--- config.mk ---
export PLATFORM = sky130hd
export DESIGN_NAME = acc_mem_arbiter_flat
export DESIGN_NICKNAME = d
export VERILOG_FILES = /design/src/rtl/acc_mem_arbiter_if.sv /design/src/rtl/acc_mem_arbiter.sv /design/src/flat_wrapper.sv
export SDC_FILE = /design/constraint.sdc
export NUM_CORES = 1
export LEC_CHECK = 0
export CAP_MARGIN = 20
export CORE_AREA = 3 3 487 489
export CTS_BUF_LIST = sky130_fd_sc_hd__clkbuf_4
export CTS_CLUSTER_DIAMETER = 50
export CTS_CLUSTER_SIZE = 14
export DETAILED_ROUTE_END_ITERATION = 10
export DIE_AREA = 0 0 490 492
export MAX_ROUTING_LAYER = met4
export PLACE_DENSITY = 0.3
export REMOVE_ABC_BUFFERS = 1
export SYNTH_ARGS = -nofsm -noshare
export SYNTH_HDL_FRONTEND = slang
export SYNTH_SLANG_ARGS = --single-unit
--- constraint.sdc ---
create_clock -name clk -period 5.7 [get_ports clk]
set_input_delay 0.57 -clock clk [delete_from_list [all_inputs] [get_ports clk]]
set_output_delay 0.57 -clock clk [all_outputs]
set_load 0.01 [all_outputs]
--- src/rtl/acc_mem_arbiter_if.sv ---
// Bundle of CPU, accelerator and data-memory signals arbitrated by acc_mem_arbiter.
// The slave modport is the arbiter's view; master is the requester/memory side.
interface acc_mem_arbiter_if #(
  parameter int NUM_ACC    = 2,
  parameter int ADDR_SIZE  = 16,
  parameter int WDATA_SIZE = 32,
  parameter int LINE_SIZE  = 512
);
  logic                          cpu_en;
  logic                          cpu_wr;
  logic [ADDR_SIZE-1:0]          cpu_addr;
  logic [WDATA_SIZE-1:0]         cpu_wdata;
  logic                          cpu_stall;

  logic [NUM_ACC-1:0]            acc_rd_en;
  logic [NUM_ACC*ADDR_SIZE-1:0]  acc_rd_addr;
  logic [NUM_ACC-1:0]            acc_wr_en;
  logic [NUM_ACC*ADDR_SIZE-1:0]  acc_wr_addr;
  logic [NUM_ACC*WDATA_SIZE-1:0] acc_wr_data;
  logic [NUM_ACC-1:0]            acc_rd_data_valid;
  logic [LINE_SIZE-1:0]          acc_rd_data;
  logic [NUM_ACC-1:0]            acc_wr_done;

  logic                          mem_en;
  logic                          mem_wr;
  logic [ADDR_SIZE-1:0]          mem_addr;
  logic [WDATA_SIZE-1:0]         mem_wdata;
  logic [LINE_SIZE-1:0]          mem_rdata;

  modport slave (
    input  cpu_en, cpu_wr, cpu_addr, cpu_wdata,
    output cpu_stall,
    input  acc_rd_en, acc_rd_addr, acc_wr_en, acc_wr_addr, acc_wr_data,
    output acc_rd_data_valid, acc_rd_data, acc_wr_done,
    output mem_en, mem_wr, mem_addr, mem_wdata,
    input  mem_rdata
  );

  modport master (
    output cpu_en, cpu_wr, cpu_addr, cpu_wdata,
    input  cpu_stall,
    output acc_rd_en, acc_rd_addr, acc_wr_en, acc_wr_addr, acc_wr_data,
    input  acc_rd_data_valid, acc_rd_data, acc_wr_done,
    input  mem_en, mem_wr, mem_addr, mem_wdata,
    output mem_rdata
  );
endinterface

--- src/rtl/acc_mem_arbiter.sv ---
// Shares one single-port data memory between a CPU (priority) and NUM_ACC accelerators
// (round-robin), with a starvation counter that forces an accelerator through.
module acc_mem_arbiter #(
  parameter int NUM_ACC      = 2,
  parameter int STARVE_LIMIT = 16,
  parameter int ADDR_SIZE    = 16,
  parameter int WDATA_SIZE   = 32,
  parameter int LINE_SIZE    = 512
) (
  input  logic              clk,
  input  logic              rst_n,
  acc_mem_arbiter_if.slave  bus
);
  localparam int IW = (NUM_ACC > 1) ? $clog2(NUM_ACC) : 1;
  localparam int CW = $clog2(STARVE_LIMIT + 1);

  typedef enum logic {S_IDLE, S_RESP} state_t;

  state_t                r_state;
  state_t                w_state_nxt;
  logic [IW-1:0]         r_ptr;
  logic [CW-1:0]         r_cnt;
  logic [IW-1:0]         r_idx;
  logic                  r_op;

  logic [NUM_ACC-1:0]    w_req;
  logic                  w_pend;
  logic                  w_force;
  logic                  w_issue;
  logic [IW:0]           w_pick;
  logic [IW-1:0]         w_gnt_idx;
  logic [IW-1:0]         w_ptr_nxt;
  logic                  w_op;
  logic [ADDR_SIZE-1:0]  w_acc_addr;
  logic [WDATA_SIZE-1:0] w_acc_wdata;
  logic [LINE_SIZE-1:0]  w_line;

  // Result MSB flags a hit; lowest rotation offset from ptr wins.
  function automatic logic [IW:0] rr_pick(input logic [NUM_ACC-1:0] req,
                                          input logic [IW-1:0] ptr);
    logic [IW:0] res;
    int          j;
    res = '0;
    for (int k = NUM_ACC - 1; k >= 0; k--) begin
      j = int'(ptr) + k;
      if (j >= NUM_ACC) j = j - NUM_ACC;
      if (req[j]) res = {1'b1, j[IW-1:0]};
    end
    return res;
  endfunction

  assign w_req     = bus.acc_rd_en | bus.acc_wr_en;
  assign w_pend    = |w_req;
  assign w_pick    = rr_pick(w_req, r_ptr);
  assign w_gnt_idx = w_pick[IW-1:0];
  assign w_ptr_nxt = (w_gnt_idx == IW'(NUM_ACC - 1)) ? '0 : w_gnt_idx + 1'b1;

  assign w_force = (r_state == S_IDLE) && w_pend && (r_cnt == CW'(STARVE_LIMIT));
  assign w_issue = (r_state == S_IDLE) && w_pend && (!bus.cpu_en || w_force);

  // Read beats write inside one requester; op encodes mem_wr.
  assign w_op        = ~bus.acc_rd_en[w_gnt_idx];
  assign w_acc_addr  = w_op ? bus.acc_wr_addr[int'(w_gnt_idx)*ADDR_SIZE +: ADDR_SIZE]
                            : bus.acc_rd_addr[int'(w_gnt_idx)*ADDR_SIZE +: ADDR_SIZE];
  assign w_acc_wdata = bus.acc_wr_data[int'(w_gnt_idx)*WDATA_SIZE +: WDATA_SIZE];

  assign w_line          = bus.mem_rdata;
  assign bus.acc_rd_data = w_line;

  always_ff @(posedge clk or negedge rst_n) begin
    if (!rst_n) r_state <= S_IDLE;
    else        r_state <= w_state_nxt;
  end

  always_comb begin
    w_state_nxt           = r_state;
    bus.mem_en            = 1'b0;
    bus.mem_wr            = 1'b0;
    bus.mem_addr          = '0;
    bus.mem_wdata         = '0;
    bus.cpu_stall         = 1'b0;
    bus.acc_rd_data_valid = '0;
    bus.acc_wr_done       = '0;
    case (r_state)
      S_IDLE: begin
        if (w_issue) begin
          w_state_nxt   = S_RESP;
          bus.mem_en    = 1'b1;
          bus.mem_wr    = w_op;
          bus.mem_addr  = w_acc_addr;
          bus.mem_wdata = w_acc_wdata;
          bus.cpu_stall = w_force;
        end else if (bus.cpu_en) begin
          bus.mem_en    = 1'b1;
          bus.mem_wr    = bus.cpu_wr;
          bus.mem_addr  = bus.cpu_addr;
          bus.mem_wdata = bus.cpu_wdata;
        end
      end
      S_RESP: begin
        // Memory port is free here, so the CPU may use it alongside the acknowledge.
        w_state_nxt = S_IDLE;
        if (r_op) bus.acc_wr_done[r_idx]       = 1'b1;
        else      bus.acc_rd_data_valid[r_idx] = 1'b1;
        if (bus.cpu_en) begin
          bus.mem_en    = 1'b1;
          bus.mem_wr    = bus.cpu_wr;
          bus.mem_addr  = bus.cpu_addr;
          bus.mem_wdata = bus.cpu_wdata;
        end
      end
      default: w_state_nxt = S_IDLE;
    endcase
    if (!rst_n) begin
      bus.mem_en            = 1'b0;
      bus.mem_wr            = 1'b0;
      bus.mem_addr          = '0;
      bus.mem_wdata         = '0;
      bus.cpu_stall         = 1'b0;
      bus.acc_rd_data_valid = '0;
      bus.acc_wr_done       = '0;
    end
  end

  always_ff @(posedge clk or negedge rst_n) begin
    if (!rst_n) begin
      r_ptr <= '0;
      r_cnt <= '0;
      r_idx <= '0;
      r_op  <= 1'b0;
    end else begin
      if (w_issue) begin
        r_ptr <= w_ptr_nxt;
        r_idx <= w_gnt_idx;
        r_op  <= w_op;
        r_cnt <= '0;
      end else if (!w_pend) begin
        r_cnt <= '0;
      end else if ((r_state == S_IDLE) && bus.cpu_en && (r_cnt != CW'(STARVE_LIMIT))) begin
        r_cnt <= r_cnt + 1'b1;
      end
    end
  end
endmodule

--- src/flat_wrapper.sv ---
// flat-port wrapper written by rule: the top's interface ports become plain ports
module acc_mem_arbiter_flat 
#(
  parameter int NUM_ACC      = 2,
  parameter int STARVE_LIMIT = 16,
  parameter int ADDR_SIZE    = 16,
  parameter int WDATA_SIZE   = 32,
  parameter int LINE_SIZE    = 512
)
  (clk, rst_n, bus_cpu_en, bus_cpu_wr, bus_cpu_addr, bus_cpu_wdata, bus_cpu_stall, bus_acc_rd_en, bus_acc_rd_addr, bus_acc_wr_en, bus_acc_wr_addr, bus_acc_wr_data, bus_acc_rd_data_valid, bus_acc_rd_data, bus_acc_wr_done, bus_mem_en, bus_mem_wr, bus_mem_addr, bus_mem_wdata, bus_mem_rdata);
  acc_mem_arbiter_if #(.NUM_ACC(NUM_ACC), .ADDR_SIZE(ADDR_SIZE), .WDATA_SIZE(WDATA_SIZE), .LINE_SIZE(LINE_SIZE)) bus_i ();
  input  logic clk;
  input  logic rst_n;
  input wire logic [$bits(bus_i.cpu_en)-1:0] bus_cpu_en;
  input wire logic [$bits(bus_i.cpu_wr)-1:0] bus_cpu_wr;
  input wire logic [$bits(bus_i.cpu_addr)-1:0] bus_cpu_addr;
  input wire logic [$bits(bus_i.cpu_wdata)-1:0] bus_cpu_wdata;
  output wire logic [$bits(bus_i.cpu_stall)-1:0] bus_cpu_stall;
  input wire logic [$bits(bus_i.acc_rd_en)-1:0] bus_acc_rd_en;
  input wire logic [$bits(bus_i.acc_rd_addr)-1:0] bus_acc_rd_addr;
  input wire logic [$bits(bus_i.acc_wr_en)-1:0] bus_acc_wr_en;
  input wire logic [$bits(bus_i.acc_wr_addr)-1:0] bus_acc_wr_addr;
  input wire logic [$bits(bus_i.acc_wr_data)-1:0] bus_acc_wr_data;
  output wire logic [$bits(bus_i.acc_rd_data_valid)-1:0] bus_acc_rd_data_valid;
  output wire logic [$bits(bus_i.acc_rd_data)-1:0] bus_acc_rd_data;
  output wire logic [$bits(bus_i.acc_wr_done)-1:0] bus_acc_wr_done;
  output wire logic [$bits(bus_i.mem_en)-1:0] bus_mem_en;
  output wire logic [$bits(bus_i.mem_wr)-1:0] bus_mem_wr;
  output wire logic [$bits(bus_i.mem_addr)-1:0] bus_mem_addr;
  output wire logic [$bits(bus_i.mem_wdata)-1:0] bus_mem_wdata;
  input wire logic [$bits(bus_i.mem_rdata)-1:0] bus_mem_rdata;
  assign bus_i.cpu_en = bus_cpu_en;
  assign bus_i.cpu_wr = bus_cpu_wr;
  assign bus_i.cpu_addr = bus_cpu_addr;
  assign bus_i.cpu_wdata = bus_cpu_wdata;
  assign bus_cpu_stall = bus_i.cpu_stall;
  assign bus_i.acc_rd_en = bus_acc_rd_en;
  assign bus_i.acc_rd_addr = bus_acc_rd_addr;
  assign bus_i.acc_wr_en = bus_acc_wr_en;
  assign bus_i.acc_wr_addr = bus_acc_wr_addr;
  assign bus_i.acc_wr_data = bus_acc_wr_data;
  assign bus_acc_rd_data_valid = bus_i.acc_rd_data_valid;
  assign bus_acc_rd_data = bus_i.acc_rd_data;
  assign bus_acc_wr_done = bus_i.acc_wr_done;
  assign bus_mem_en = bus_i.mem_en;
  assign bus_mem_wr = bus_i.mem_wr;
  assign bus_mem_addr = bus_i.mem_addr;
  assign bus_mem_wdata = bus_i.mem_wdata;
  assign bus_i.mem_rdata = bus_mem_rdata;
  acc_mem_arbiter #(.NUM_ACC(NUM_ACC), .STARVE_LIMIT(STARVE_LIMIT), .ADDR_SIZE(ADDR_SIZE), .WDATA_SIZE(WDATA_SIZE), .LINE_SIZE(LINE_SIZE)) u_core (.clk(clk), .rst_n(rst_n), .bus(bus_i));
endmodule
After elaboration in Yosys (flattened, before gate mapping) --
Cells that the tools add are included.
Word-level totals: register bits after elaboration 9, output and inout port bits 567
Operators by class: add/subtract/negate cells 5, order comparisons 7, equality and inequality tests 3, shifts and indexed selects 3, reduce and logical (&&, ||, !) cells 9, mux-type cells 46, bitwise operators 3
Operator list (number):
- $mux 32 | 5
- $lt 32x3->1 const B | 2
- $mux 16 | 4
- $pmux 32 s2 | 1
- $shiftx 32x6->16 | 2
- $shiftx 64x7->32 | 1
- $ge 32x3->1 const B | 1
- $pmux 16 s2 | 1
- $sub 32x3->32 const B | 1
- $mux 1 | 22
- $mux 5 | 3
- $mux 2 | 6
- $logic_and 1x1->1 | 6
- $pmux 1 s2 | 3
- $add 5x1->5 const B | 1
- $eq 5x5->1 const B | 1
- $ne 5x5->1 const B | 1
- $lt 1x2->1 const B | 2
- $ne 3x3->1 const B | 1
- $sub 1x2->3 const B | 1
- $add 1x1->2 const B | 1
- $ge 1x2->1 const B | 1
- $not 1->1 | 2
- $or 2x2->2 | 1
- 6 further kinds | 6

Depth between registers and ports, before layout --
word-level depth 14, mapped depth 9, mapped depth without buffers 8

Worst setup path before layout --
OpenSTA, ideal clock, no wires.
path type register to output, start point reg u_core.r_cnt[0], end point out bus_mem_addr[10], data required time 5.130 ns, path slack 3.266 ns, stages on the path, launching flop included 10, path buffers 2, arrival 1.864 ns, path through dfrtp_1 inv_1 ha_1 nand2_1 o31ai_4 or3b_1 buf_6 buf_6 a211oi_2 a211oi_1
Between the ends: word-level cells in the longest chain between the ends 7
Ends and longest elaborated chain:
- from (decl) | line acc_mem_arbiter.sv:22 | logic [CW-1:0] r_cnt;
- from (signal assigned) | line acc_mem_arbiter.sv:140 | r_cnt <= r_cnt + 1'b1;
- $eq 5x5->1 | line acc_mem_arbiter.sv:58 | assign w_force = (r_state == S_IDLE) && w_pend && (r_cnt == CW'(STARVE_LIMIT));
- $logic_and 1x1->1 | line acc_mem_arbiter.sv:58
- $logic_or 1x1->1 | line acc_mem_arbiter.sv:59 | assign w_issue = (r_state == S_IDLE) && w_pend && (!bus.cpu_en || w_force);
- $logic_and 1x1->1 | line acc_mem_arbiter.sv:59
- $mux 16 | line acc_mem_arbiter.sv:86 | if (w_issue) begin
- $pmux 16 s2 | line acc_mem_arbiter.sv:84 | case (r_state)
- $mux 16 | line acc_mem_arbiter.sv:114 | if (!rst_n) begin
- to (decl) | line flat_wrapper.sv:29 | output wire logic [$bits(bus_i.mem_addr)-1:0] bus_mem_addr;
Every way passes these cells.

Worst setup path in the final report --
start point in bus_acc_wr_en[1], end point out bus_mem_addr[5]
Between the ends: word-level cells in the longest chain between the ends 12
Ends and longest elaborated chain:
- from (decl) | line flat_wrapper.sv:21 | input wire logic [$bits(bus_i.acc_wr_en)-1:0] bus_acc_wr_en;
- $or 2x2->2 (*) | line acc_mem_arbiter.sv:52 | assign w_req = bus.acc_rd_en | bus.acc_wr_en;
- parallel branches: the longest is 8 deep, another holds $shiftx 32x6->16
- $mux 16 (*) | line acc_mem_arbiter.sv:86
- $pmux 16 s2 (*) | line acc_mem_arbiter.sv:84
- $mux 16 (*) | line acc_mem_arbiter.sv:114
Mark *: on every way between the ends. The select of a mux whose other input is x is not followed.

==> results.md <==
* Max Root-Sink Buffers at 2
* Vias per cell at 1.91
* Area grow syn2layout at 40.7%
* GRT Residual Overflow at 0
* DIE AREA at 241000 um2
* Global routing usage on met2 at 49.0%
* Sequential fraction of the synthesis area at 3.65%
* Worst min-delay path class: in2async
* Commonest non-fill, non-tap cell in the layout: clkdlybuf4s50_1
* Met3 Resource Use GR at 45.0%
* Synth Instances at 863
* Via count at 7071
* CP dominant cell by count: clkdlybuf4s50_1
* Post-synth cell types at 39
* Max Cap Viol at 0
* Average cell area after synthesis at 7.15 um2
* Routing usage on met1 at 5.14%
* TNS Setup at 0 ns
* Total wire length at 320000 um
* GR peak layer: met2
* Min Clock Period, post-route at 4.52 ns
* Initial Util at 2.65%
* Global-route wire length before repair at 334000 um
* Post_cts resized at 0
* P per Cell Area at 78.7 nW/um2
* Status: completed
* Primary FF master, synth: dfrtp_1
* Core box area at 233000 um2
* Vias in the first global route at 5053
* TritonCTS clock tree: built
* Area of the multi-input gates at 1950 um2
* Cts bufs inserted at 3
* Placement Cell Area at 8650 um2
* Post-synth EDFFs at 0
* H-tree level count at 1
* Drt first pass iters at 5
* CP required at 5.13 ns
* Residual DRC at 0
* CP endpoint kind: output port
* Tot Pwr at 0.684 mW
* Worst-Margin Slew at 1.03 ns
* CP Class: in2out
* Register area at 225 um2
* GRT Total Usage at 26.3%
* Ys async rst share at 100%
* Pin count of the biggest net entering global routing at 52
* Largest stage delay, worst path at 0.61 ns
* Synth Warn # at 0
* Slew Limit Fails at 0
* F_max at 221 MHz
* R2r setup slk at 3.40 ns
* Synth Register Bits at 9
* RSZ-0062 raised after global routing: no
* Initial antenna violation count at 10
* Tcrit/Tclk final at 79.4%
* CTS Sinks at 9
* I/O Buffers at 238
* Post-CTS setup buffers at 0
* Worst-Skew Late Latency at 0.30 ns
* CTS Root Cell: clkbuf_4
* CP max stage cell: clkdlybuf4s50_1
* Post-DR wirelength/cell at 86.3 um
* Max VDD drop at 0.0467 mV
* Final Hold Vio Count at 0
* DRC marker count from the first detailed-route iteration at 1078
* Clock Skew at 0.00906 ns
* Critical path peak fanout at 29
* Commonest cells after routing, fill and taps aside: clkdlybuf4s50_1, nand2_1, nand3_1
* Clk pin slew, worst setup/hold paths at 0.09 ns
* Rows at 177
* Post-route ant nets at 0
* Chip width at 490 um
* P_leak at 1.84 nW
* Worst slew margin at 31.6%
* Post-Synthesis Cell Area at 6170 um2
* Hold-fix buffers, CTS at 0
* CP cell instances: clkdlybuf4s50_1 > nor4_2 > nor2_1 > nand2_2 > inv_2 > o21ai_0 > a211oi_1 > clkdlybuf4s50_1
* DIE HEIGHT at 492 um
* Non-Filler Cell Area, Final at 8690 um2
* Layout cells sized above 1 at 12.5%
* Arr. time, crit path at 3.95 ns
* Worst Setup Start Kind: input pin
* NumNets Final at 1274
* Io pins at 1263
* Hpwl dp at 314000 um
* Setup violators final at 0
* Endpoint of the worst register-to-register path: u_core.r_ptr
* Final GP Congestion at 1.49
* R2R Path Start: u_core.r_cnt[0]
* Worst R2R Path Depth at 7
* FILL cells at 27700
==> worst max-delay path, delay by kind of cell <==
kind	cells	cell delay, ns
compound gates	2	0.58
buf+inv	3	1.52
simple gates	3	1.26
==> cells by family after synthesis <==
kind of cell | Yosys count | synth area share [%]
compound gates | 111 | 12.9
xor+xnor | 1 | 0.142
fa+ha+maj | 2 | 0.405
buf+inv | 548 | 64.9
flops | 9 | 3.65
mux | 33 | 6.02
simple gates | 159 | 12.0
==> layout make-up <==
cell class,count,share of cell area [%]
repair buffers,253,29.2
inverters,3,0.130
well taps,3132,45.1
diodes,4,0.115
clock buffers,4,0.346
multi-input cells,306,22.5
flip-flops and latches,9,2.59
==> worst max-delay path by stage <==
stage | to | slack, ns | start
3_5_place_dp | bus_mem_wr | 0.91 | bus_acc_rd_en[1]
2_1_floorplan | bus_mem_addr[0] | 1.77 | bus_acc_wr_en[0]
4_1_cts | bus_mem_wr | 0.90 | bus_acc_rd_en[1]
6_report | bus_mem_addr[5] | 1.18 | bus_acc_wr_en[1]
3_3_place_gp | bus_mem_wr | 0.95 | bus_acc_rd_en[1]
5_1_grt | bus_mem_wr | 0.74 | bus_acc_rd_en[1]
==> where the power goes <==
| group | leakage, nW | switching [mW] | total, mW | internal (mW) |
|---|---|---|---|---|
| clock network | 0.0184 | 0.0370 | 0.0691 | 0.0321 |
| registers | 0.116 | 0.0120 | 0.0834 | 0.0714 |
| logic | 1.70 | 0.270 | 0.531 | 0.261 |
==> synth_stat cells, types with 2 or more instances <==
cell type	count	area, um2
o21ai_0	21	105
buf_4	512	3840
buf_2	11	55.1
a22o_1	2	17.5
buf_6	2	22.5
ha_1	2	25.0
a211oi_2	8	100
o21a_1	2	15.0
nor2b_1	3	18.8
a21boi_0	23	173
a211oi_1	24	180
nand2b_1	2	12.5
nor3b_1	3	22.5
clkbuf_1	20	75.1
nor2_1	19	71.3
and2_1	16	100
dfrtp_1	9	225
nand3_1	34	170
a21oi_1	17	85.1
a21boi_1	9	67.6
nor3_1	3	15.0
nand2_1	71	267
mux2_2	33	372
inv_1	2	7.51
==> routing by layer <==
layer  wire length [um]  vias up  share of wire, %
li1                   -     1705                 -
met1              24600     2923               7.7
met2             172000     2339                54
met3             117000      104                37
met4               6180        0               1.9
met5                  0        -                 0
==> state kept, by name, summed over array words and instances (netlist names) <==
name,flops
u_core.r_cnt,5
u_core.r_idx,1
u_core.r_op,1
u_core.r_ptr,1
u_core.r_state,1
==> through the flow <==
step / cells / utilization (%) / hold WS, ns / setup WS (ns)
global placement: 3703 / 3.71 / 0.537 / 0.947
finish: 3711 / 3.73 / 0.384 / 1.18
CTS: 3707 / 3.73 / 0.401 / 0.895
global route: 3710 / 3.73 / 0.418 / 0.740
floorplan: 318 / - / 0.274 / 1.77
detailed placement: 3703 / 3.71 / 0.544 / 0.912
No activity file was read; power rests on OpenSTA's default activity.
